[config.mk]
export PLATFORM = sky130hd
export DESIGN_NAME = seq_pattern_tx
export DESIGN_NICKNAME = d
export VERILOG_FILES = /design/src/rtl/seq_pkg.sv /design/src/rtl/seq_down_ctr.sv /design/src/rtl/seq_pattern_tx.sv
export SDC_FILE = /design/constraint.sdc
export NUM_CORES = 1
export LEC_CHECK = 0
export CAP_MARGIN = 40
export CORE_ASPECT_RATIO = 0.6
export CORE_MARGIN = 10
export CORE_UTILIZATION = 58
export CTS_CLUSTER_SIZE = 12
export DETAILED_ROUTE_END_ITERATION = 8
export GPL_TIMING_DRIVEN = 0
export PLACE_DENSITY = 0.9
export SLEW_MARGIN = 10
export SYNTH_ARGS = -nofsm -noshare
export SYNTH_HDL_FRONTEND = slang
export SYNTH_HIERARCHICAL = 1
export SYNTH_SLANG_ARGS = --single-unit
[constraint.sdc]
create_clock -name clk -period 6.2 [get_ports clk]
set_input_delay 1.24 -clock clk [delete_from_list [all_inputs] [get_ports clk]]
set_output_delay 1.24 -clock clk [all_outputs]
set_load 0.03 [all_outputs]
[src/rtl/seq_pkg.sv]
// -----------------------------------------------------------------------------
// seq_pkg
// Shared definitions for the sequence transmitter / detector family:
//   seq_state_t   - Moore FSM state encoding (IDLE, SEND, GAP, DONE)
//   SEQ_PAT_W     - default pattern length
//   SEQ_PAT_1011  - default pattern, transmitted MSB first
//   SEQ_IDX_W     - bit-index width for the default pattern
//   seq_idx_w()   - bit-index width for an arbitrary pattern length (>= 2)
// -----------------------------------------------------------------------------
package seq_pkg;

    typedef enum logic [1:0] {
        IDLE = 2'd0,
        SEND = 2'd1,
        GAP  = 2'd2,
        DONE = 2'd3
    } seq_state_t;

    localparam int unsigned SEQ_PAT_W = 4;
    localparam logic [SEQ_PAT_W-1:0] SEQ_PAT_1011 = 4'b1011;
    localparam int unsigned SEQ_IDX_W = $clog2(SEQ_PAT_W);

    // Width needed to index every bit of a pat_w-bit pattern.
    function automatic int unsigned seq_idx_w(input int unsigned pat_w);
        return (pat_w > 2) ? $clog2(pat_w) : 1;
    endfunction

endpackage

[src/rtl/seq_down_ctr.sv]
// -----------------------------------------------------------------------------
// seq_down_ctr
// Loadable down-counter that saturates at zero and flags the zero value.
// Load has priority over decrement.
//   clk        in  1  clock, rising edge
//   rst        in  1  asynchronous reset, active low (count clears to 0)
//   load_i     in  1  load load_val_i on the next edge
//   load_val_i in  W  value to load
//   dec_i      in  1  decrement on the next edge (held at 0 once reached)
//   count_o    out W  current count
//   zero_o     out 1  count_o == 0
// -----------------------------------------------------------------------------
module seq_down_ctr #(
    parameter int unsigned W = 4
) (
    input  logic         clk,
    input  logic         rst,
    input  logic         load_i,
    input  logic [W-1:0] load_val_i,
    input  logic         dec_i,
    output logic [W-1:0] count_o,
    output logic         zero_o
);

    logic [W-1:0] count_q;
    logic [W-1:0] count_d;

    // NOTE: every variable written in always_comb gets a default first, so no
    // path leaves it unassigned and no latch is inferred.
    always_comb begin
        count_d = count_q;
        if (load_i) begin
            count_d = load_val_i;
        end else if (dec_i && (count_q != '0)) begin
            count_d = count_q - W'(1);
        end
    end

    // NOTE: state is updated with non-blocking assignments so every flop
    // samples the values from before the edge, independent of block order.
    always_ff @(posedge clk or negedge rst) begin
        if (!rst) begin
            count_q <= '0;
        end else begin
            count_q <= count_d;
        end
    end

    assign count_o = count_q;
    assign zero_o  = (count_q == '0);

endmodule

[src/rtl/seq_pattern_tx.sv]
// -----------------------------------------------------------------------------
// seq_pattern_tx
// Serial pattern transmitter. Sends PATTERN MSB first, one bit per clock,
// repeated `reps` times with `gap` idle zero bits between repetitions.
//   clk    in  1      clock, rising edge
//   rst    in  1      asynchronous reset, active low
//   start  in  1      request, sampled only in IDLE
//   reps   in  CNT_W  repetition count, latched on accepted start (0 = ignore)
//   gap    in  GAP_W  zero bits between repetitions, latched on accepted start
//   abort  in  1      cancel the transfer in progress (beats start)
//   out    out 1      serial data bit
//   valid  out 1      out carries a pattern bit
//   busy   out 1      transfer in progress (SEND, GAP, DONE)
//   done   out 1      one-cycle pulse after the last bit of the last repetition
// Outputs are registered from the current state, so they trail the state by
// one cycle: start sampled at edge N puts the first bit on out at edge N+1.
// -----------------------------------------------------------------------------
module seq_pattern_tx
    import seq_pkg::*;
#(
    parameter int unsigned         PAT_W   = SEQ_PAT_W,
    parameter logic [PAT_W-1:0]    PATTERN = SEQ_PAT_1011,
    parameter int unsigned         CNT_W   = 8,
    parameter int unsigned         GAP_W   = 4
) (
    input  logic             clk,
    input  logic             rst,
    input  logic             start,
    input  logic [CNT_W-1:0] reps,
    input  logic [GAP_W-1:0] gap,
    input  logic             abort,
    output logic             out,
    output logic             valid,
    output logic             busy,
    output logic             done
);

    localparam int unsigned      IDX_W   = seq_idx_w(PAT_W);
    localparam logic [IDX_W-1:0] IDX_MSB = IDX_W'(PAT_W - 1);

    seq_state_t       state_q;
    logic [GAP_W-1:0] gap_len_q;
    logic             out_q;
    logic             valid_q;
    logic             busy_q;
    logic             done_q;

    // Counter controls and status
    logic             accept;
    logic             last_bit;
    logic             reps_last;
    logic             rep_boundary;
    logic             gap_exit;

    logic             idx_load;
    logic             idx_dec;
    logic [IDX_W-1:0] idx_cnt;
    logic             idx_zero;

    logic             reps_dec;
    logic [CNT_W-1:0] reps_cnt;
    logic             reps_zero_unused;

    logic             gap_load;
    logic             gap_dec;
    logic [GAP_W-1:0] gap_cnt_unused;
    logic             gap_zero;

    always_comb begin
        accept       = (state_q == IDLE) && start && (reps != '0) && !abort;
        last_bit     = (state_q == SEND) && idx_zero && !abort;
        reps_last    = (reps_cnt == CNT_W'(1));
        // Another repetition follows the bit now on the line.
        rep_boundary = last_bit && !reps_last;
        gap_exit     = (state_q == GAP) && gap_zero && !abort;

        idx_load = accept || gap_exit || (rep_boundary && (gap_len_q == '0));
        idx_dec  = (state_q == SEND) && !abort;
        reps_dec = rep_boundary;
        // The gap counter holds "cycles left after this one", so a gap of G
        // loads G-1 and leaves GAP when it reads zero.
        gap_load = rep_boundary && (gap_len_q != '0);
        gap_dec  = (state_q == GAP) && !abort;
    end

    seq_down_ctr #(.W(IDX_W)) u_idx_ctr (
        .clk        (clk),
        .rst        (rst),
        .load_i     (idx_load),
        .load_val_i (IDX_MSB),
        .dec_i      (idx_dec),
        .count_o    (idx_cnt),
        .zero_o     (idx_zero)
    );

    seq_down_ctr #(.W(CNT_W)) u_reps_ctr (
        .clk        (clk),
        .rst        (rst),
        .load_i     (accept),
        .load_val_i (reps),
        .dec_i      (reps_dec),
        .count_o    (reps_cnt),
        .zero_o     (reps_zero_unused)
    );

    seq_down_ctr #(.W(GAP_W)) u_gap_ctr (
        .clk        (clk),
        .rst        (rst),
        .load_i     (gap_load),
        .load_val_i (gap_len_q - GAP_W'(1)),
        .dec_i      (gap_dec),
        .count_o    (gap_cnt_unused),
        .zero_o     (gap_zero)
    );

    always_ff @(posedge clk or negedge rst) begin
        if (!rst) begin
            state_q   <= IDLE;
            gap_len_q <= '0;
            out_q     <= 1'b0;
            valid_q   <= 1'b0;
            busy_q    <= 1'b0;
            done_q    <= 1'b0;
        end else begin
            // An abort blanks the outputs on the same edge the FSM returns to
            // IDLE, so no stray bit or done pulse follows the cancel.
            out_q   <= (state_q == SEND) && !abort && PATTERN[idx_cnt];
            valid_q <= (state_q == SEND) && !abort;
            busy_q  <= (state_q != IDLE) && !abort;
            done_q  <= (state_q == DONE) && !abort;

            unique case (state_q)
                IDLE: begin
                    if (accept) begin
                        state_q   <= SEND;
                        gap_len_q <= gap;
                    end
                end
                SEND: begin
                    if (abort) begin
                        state_q <= IDLE;
                    end else if (idx_zero) begin
                        if (reps_last) begin
                            state_q <= DONE;
                        end else if (gap_len_q != '0) begin
                            state_q <= GAP;
                        end
                    end
                end
                GAP: begin
                    if (abort || gap_zero) begin
                        state_q <= abort ? IDLE : SEND;
                    end
                end
                DONE: begin
                    state_q <= IDLE;
                end
                default: begin
                    state_q <= IDLE;
                end
            endcase
        end
    end

    assign out   = out_q;
    assign valid = valid_q;
    assign busy  = busy_q;
    assign done  = done_q;

endmodule

; Yosys cells after proc, flatten, opt, wreduce, memory -nomap -nowiden
; Index checks and enable logic that the tools add are counted.
[op_classes]
add_sub_neg = 4
n_lt_le_gt_ge = 1
n_eq_ne = 8
n_mux = 16
reduce_logical = 38
[ops]
columns = op, n
row1 = $logic_and A1 B1 Y1, 18
row2 = $mux W2, 8
row3 = $mux W8, 2
row4 = $reduce_bool A8 Y1, 2
row5 = $reduce_bool A2 Y1, 5
row6 = $eq A8 B1 Y1 const B, 1
row7 = $logic_not A4 Y1, 2
row8 = $mux W4, 2
row9 = $pmux W2 S4, 1
row10 = $reduce_bool A4 Y1, 2
row11 = $sub A4 B1 Y4 const B, 2
row12 = $sub A8 B1 Y8 const B, 1
row13 = $eq A2 B2 Y1 const B, 2
row14 = $logic_not A2 Y1, 2
row15 = $ne A4 B3 Y1 const B, 1
row16 = $reduce_and A4 Y1, 1
row17 = $logic_or A1 B1 Y1, 3
row18 = $lt A2 B3 Y1 const B, 1
row19 = $ne A3 B3 Y1 const B, 1
row20 = $bmux W1 S2, 1
row21 = $eq A2 B1 Y1 const B, 1
row22 = $logic_not A1 Y1, 2
row23 = $mux W1, 2
row24 = $ne A2 B1 Y1 const B, 1
row25 = other kinds (3), 3
[word_totals]
register_bits = 24
inputBits = 16
output_inout_bits = 4
wordCells = 76

; Depth between registers and ports, before layout
[logic_depth]
word_depth = 7
ltp_mapped = 8

; Cells and area by module
; Netlist, hierarchy kept.
[by_module_without_submodules]
columns = mod, n_inst, cells_each, area_each_um2
row1 = seq_pattern_tx, 1, 54, 589.3
row2 = seq_down_ctr at u_reps_ctr, 1, 58, 528.0
row3 = seq_down_ctr at u_gap_ctr, 1, 27, 270.3
row4 = seq_down_ctr at u_idx_ctr, 1, 13, 132.6

; Least setup slack after synthesis
; OpenSTA, ideal clock, no wires.
[synth_path]
path_type = input to register
start = input port reps[1]
end = register u_idx_ctr.count_q[1] (netlist: u_idx_ctr/count_o[1])
t_arrival_ns = 2.719
required_time_ns = 6.084
path_slack_ns = 3.365
cell_stages = 7
path_buffers = 1
path_cell_list = nor4_2 -> a21oi_1 -> and2_1 -> buf_6 -> a221o_1 -> or4b_1 -> o311ai_0
[synth_via]
elab_chain_len = 6
elab_cells_between_ends = 7
classes_between = 1 x mux / 6 x reduce/logical
[synth_rtl]
columns = item, line_no
row1 = "start, declared", seq_pattern_tx.sv:29  ; input logic [CNT_W-1:0] reps,
row2 = $reduce_bool A8 Y1 (*), seq_pattern_tx.sv:70  ; accept = (state_q == IDLE) && start && (reps != '0) && !abort;
row3 = $logic_and A1 B1 Y1 (*) (2 in a row), seq_pattern_tx.sv:70
row4 = net accept, seq_pattern_tx.sv:49  ; logic accept;
row5 = $logic_or A1 B1 Y1 (*) (2 in a row), seq_pattern_tx.sv:77  ; idx_load = accept || gap_exit || (rep_boundary && (gap_len_q == '0));
row6 = net idx_load, seq_pattern_tx.sv:55  ; logic idx_load;
row7 = $mux W2 / $reduce_bool A2 Y1 (equally long branches), n/a
row8 = "end signal, assigned", seq_down_ctr.sv:45  ; count_q <= count_d;
row9 = "end, declared", seq_down_ctr.sv:25  ; logic [W-1:0] count_q;
; The timed path passes the listed nets; every way through them passes the cells marked *.
; A chain may end at the register's enable or synchronous reset.

; Final worst setup path
[layout_path]
start = input port abort
end = register u_reps_ctr.count_q[3] (netlist: u_reps_ctr/count_o[3])
[layout_via]
elab_chain_len = 5
elab_cells_between_ends = 7
classes_between = 1 x mux / 6 x reduce/logical
[layout_rtl]
columns = item, line_no
row1 = "start, declared", seq_pattern_tx.sv:31  ; input logic abort,
row2 = $logic_not A1 Y1, seq_pattern_tx.sv:71  ; last_bit = (state_q == SEND) && idx_zero && !abort;
row3 = $logic_and A1 B1 Y1, seq_pattern_tx.sv:71
row4 = $logic_and A1 B1 Y1, seq_pattern_tx.sv:74  ; rep_boundary = last_bit && !reps_last;
row5 = net rep_boundary, seq_pattern_tx.sv:52  ; logic rep_boundary;
row6 = $logic_and A1 B1 Y1, seq_down_ctr.sv:34  ; end else if (dec_i && (count_q != '0)) begin
row7 = $reduce_bool A2 Y1 (no line), n/a
row8 = "end signal, assigned", seq_down_ctr.sv:45
row9 = "end, declared", seq_down_ctr.sv:25
; The timed path passes the listed nets, and every way through them passes these cells.

==> run metrics <==
register bit total from synthesis 24; RSZ-0062 raised after global routing no; grt met1 use 19.9%; Cells after DPL 205; pwr/cell area 439 nW/um^2; final antenna diode count 0; Clock Skew 0.00846 ns; worst ir drop on vdd 0.239 mV; maxcap violations 0; RD Place Congestion 0.888; Final Cell Area 1820 um^2; Min-Delay Path Class register to register; Synth cell types 52; Chip Height 59.7 um; Final Worst Setup Slack 2.82 ns; Cell Count, Final, Fillers Out 209; DP Area 1770 um^2; via count 1325; Via density 6.34; pre-CTS setup slack 2.56 ns; setup violators final 0; Slew @ Worst Pin 0.775 ns; Initial DRC Count 133; total wire length 3850 um; Max FO, Critical Path 8; HPWL Detailed 2850 um; most common cell after layout, fill and taps aside dfrtp_1; buffer count from post-CTS setup fixing 0; largest net degree at the start of global routing 16; number of buffers added on ports 19; synth warn 6; Worst-path clk slew 0.09 ns; drt pass-1 iters 5; Hold Slack 0.466 ns; syn avg cell area 10.0 um^2; final global-route overflow total 0; Area Growth Syn to Fin 20.0%; vias in the first global route 1273; clock buffer depth 2; Num CTS Buffers 3; first-pass GRT wire length 6170 um; total power 0.802 mW; Most Used Layer, Global Route met2; H-tree depth 1; CP Capture Type register; worst skew pair latency 0.28 ns; clk sink count 24; GRT Resource Usage Total 15.3%; post_cts resized 0; DRC Markers 0; # nets final 200; data required time of the worst path 6.39 ns; DIE WIDTH 86.1 um; Data arrival, critical path 3.57 ns; startpoint types input port; critical path class input port to register; hold buffers post-CTS 0; # IOs 20; met2 usage 24.6%; Fmax 296 MHz; initial core utilization 60.7%; Clock Root Buffer clkbuf_8; row cnt 14; final hold violations 0; FFs w/ async S/R, synth 100%; most frequent cells in the layout 24 x dfrtp_1, 19 x clkdlybuf4s50_1, 14 x inv_1; Post-Synthesis Cells 152; setup TNS 0 ns; EDFF count, synth 0; share of post-route cells with drive strength above 1 13.0%; die area 5140 um^2; register area share after synthesis 39.5%; ys flop type dfrtp_1; synthesized area 1520 um^2; max-slew violation count 0; Slew HR 47.9%; leak pwr 0.750 nW; CTS tree built; outcome finished clean; drt wl/cell 18.4 um; Core Area 2500 um^2; antenna viol nets, final 0; final core occ 72.8%; antenna violations before repair 0; Final Cycle Share 54.5%; GR Util met3 3.80%; Final min period 3.38 ns
critical path: stages:
cell and delay, ns:
clkdlybuf4s50_1 0.50, nor2_1 0.18, nand2_1 0.12, inv_1 0.18
and3_4 0.27, or3b_1 0.46, or4_1 0.43, o221ai_1 0.18
final timing paths:
check                                                  from                           endpoint  slack [ns]  depth (start not counted)
max                                                   abort  u_reps_ctr/count_o[3]$_DFFE_PN0P_        2.82                          8
min                        u_idx_ctr/count_o[1]$_DFFE_PN0P_                      out$_DFF_PN0_        0.47                          1
max reg2reg                          state_q[1]$_DFFE_PN0P_  u_reps_ctr/count_o[3]$_DFFE_PN0P_        3.86                          7
min reg2reg                u_idx_ctr/count_o[1]$_DFFE_PN0P_                      out$_DFF_PN0_        0.47                          1
max in group asynchronous                               rst  u_reps_ctr/count_o[4]$_DFFE_PN0P_        4.44                          2
min in group asynchronous                               rst  u_reps_ctr/count_o[2]$_DFFE_PN0P_        1.29                          1
power by group:
group	switching [mW]	total (mW)	internal (mW)
Clock	0.0540	0.111	0.0570
Sequential	0.0845	0.311	0.226
Combinational	0.200	0.380	0.179
flip-flops by register name, indices dropped and copies added (netlist names):
name,cells
busy,1
done,1
gap_len_q,4
out,1
state_q,2
u_gap_ctr/count_o,4
u_idx_ctr/count_o,2
u_reps_ctr/count_o,8
valid,1
kinds of logic after synthesis:
family          Yosys count  synth area share [%]
simple gates             61                  26.7
compound gates           35                  17.8
flops                    24                  39.5
buf+inv                  19                  5.76
fa+ha+maj                 6                  4.94
mux                       4                  3.95
xor+xnor                  2                  1.15
other cells               1                 0.247
layer usage:
layer | wire, um | vias up
li1 | - | 616
met1 | 1790 | 638
met2 | 1750 | 66
met3 | 266 | 5
met4 | 42 | 0
met5 | 0 | -
cells in the mapped netlist, drive strengths merged (2+ instances only):
cell type	instances	area share, %
nand4	2	0.82
a211o	2	1.2
nand3	2	0.66
o21ai	5	1.6
nor3	7	2.3
nor4b	2	2.0
nor3b	8	4.3
a31oi	2	0.82
nor2b	3	1.2
dfrtp	24	40
nand2	10	2.5
or2b	2	0.99
or4	4	2.0
nor2	8	2.0
buf	3	1.8
nor4	4	2.9
a21oi	6	2.0
or3b	2	1.2
mux2	4	4.0
o211ai	3	2.1
a221o	4	2.6
inv	14	3.5
xor2	2	1.2
ha	6	4.9
or4b	2	1.3
layout make-up:
cell class	count	area [um^2]
well taps	32	40.0
clock buffers	4	55.1
fillers	173	681
repair buffers	20	205
inverters	15	56.3
flip-flops and latches	24	601
multi-input cells	110	836
plain buffers	4	31.3
No activity file was read; power rests on OpenSTA's default activity.
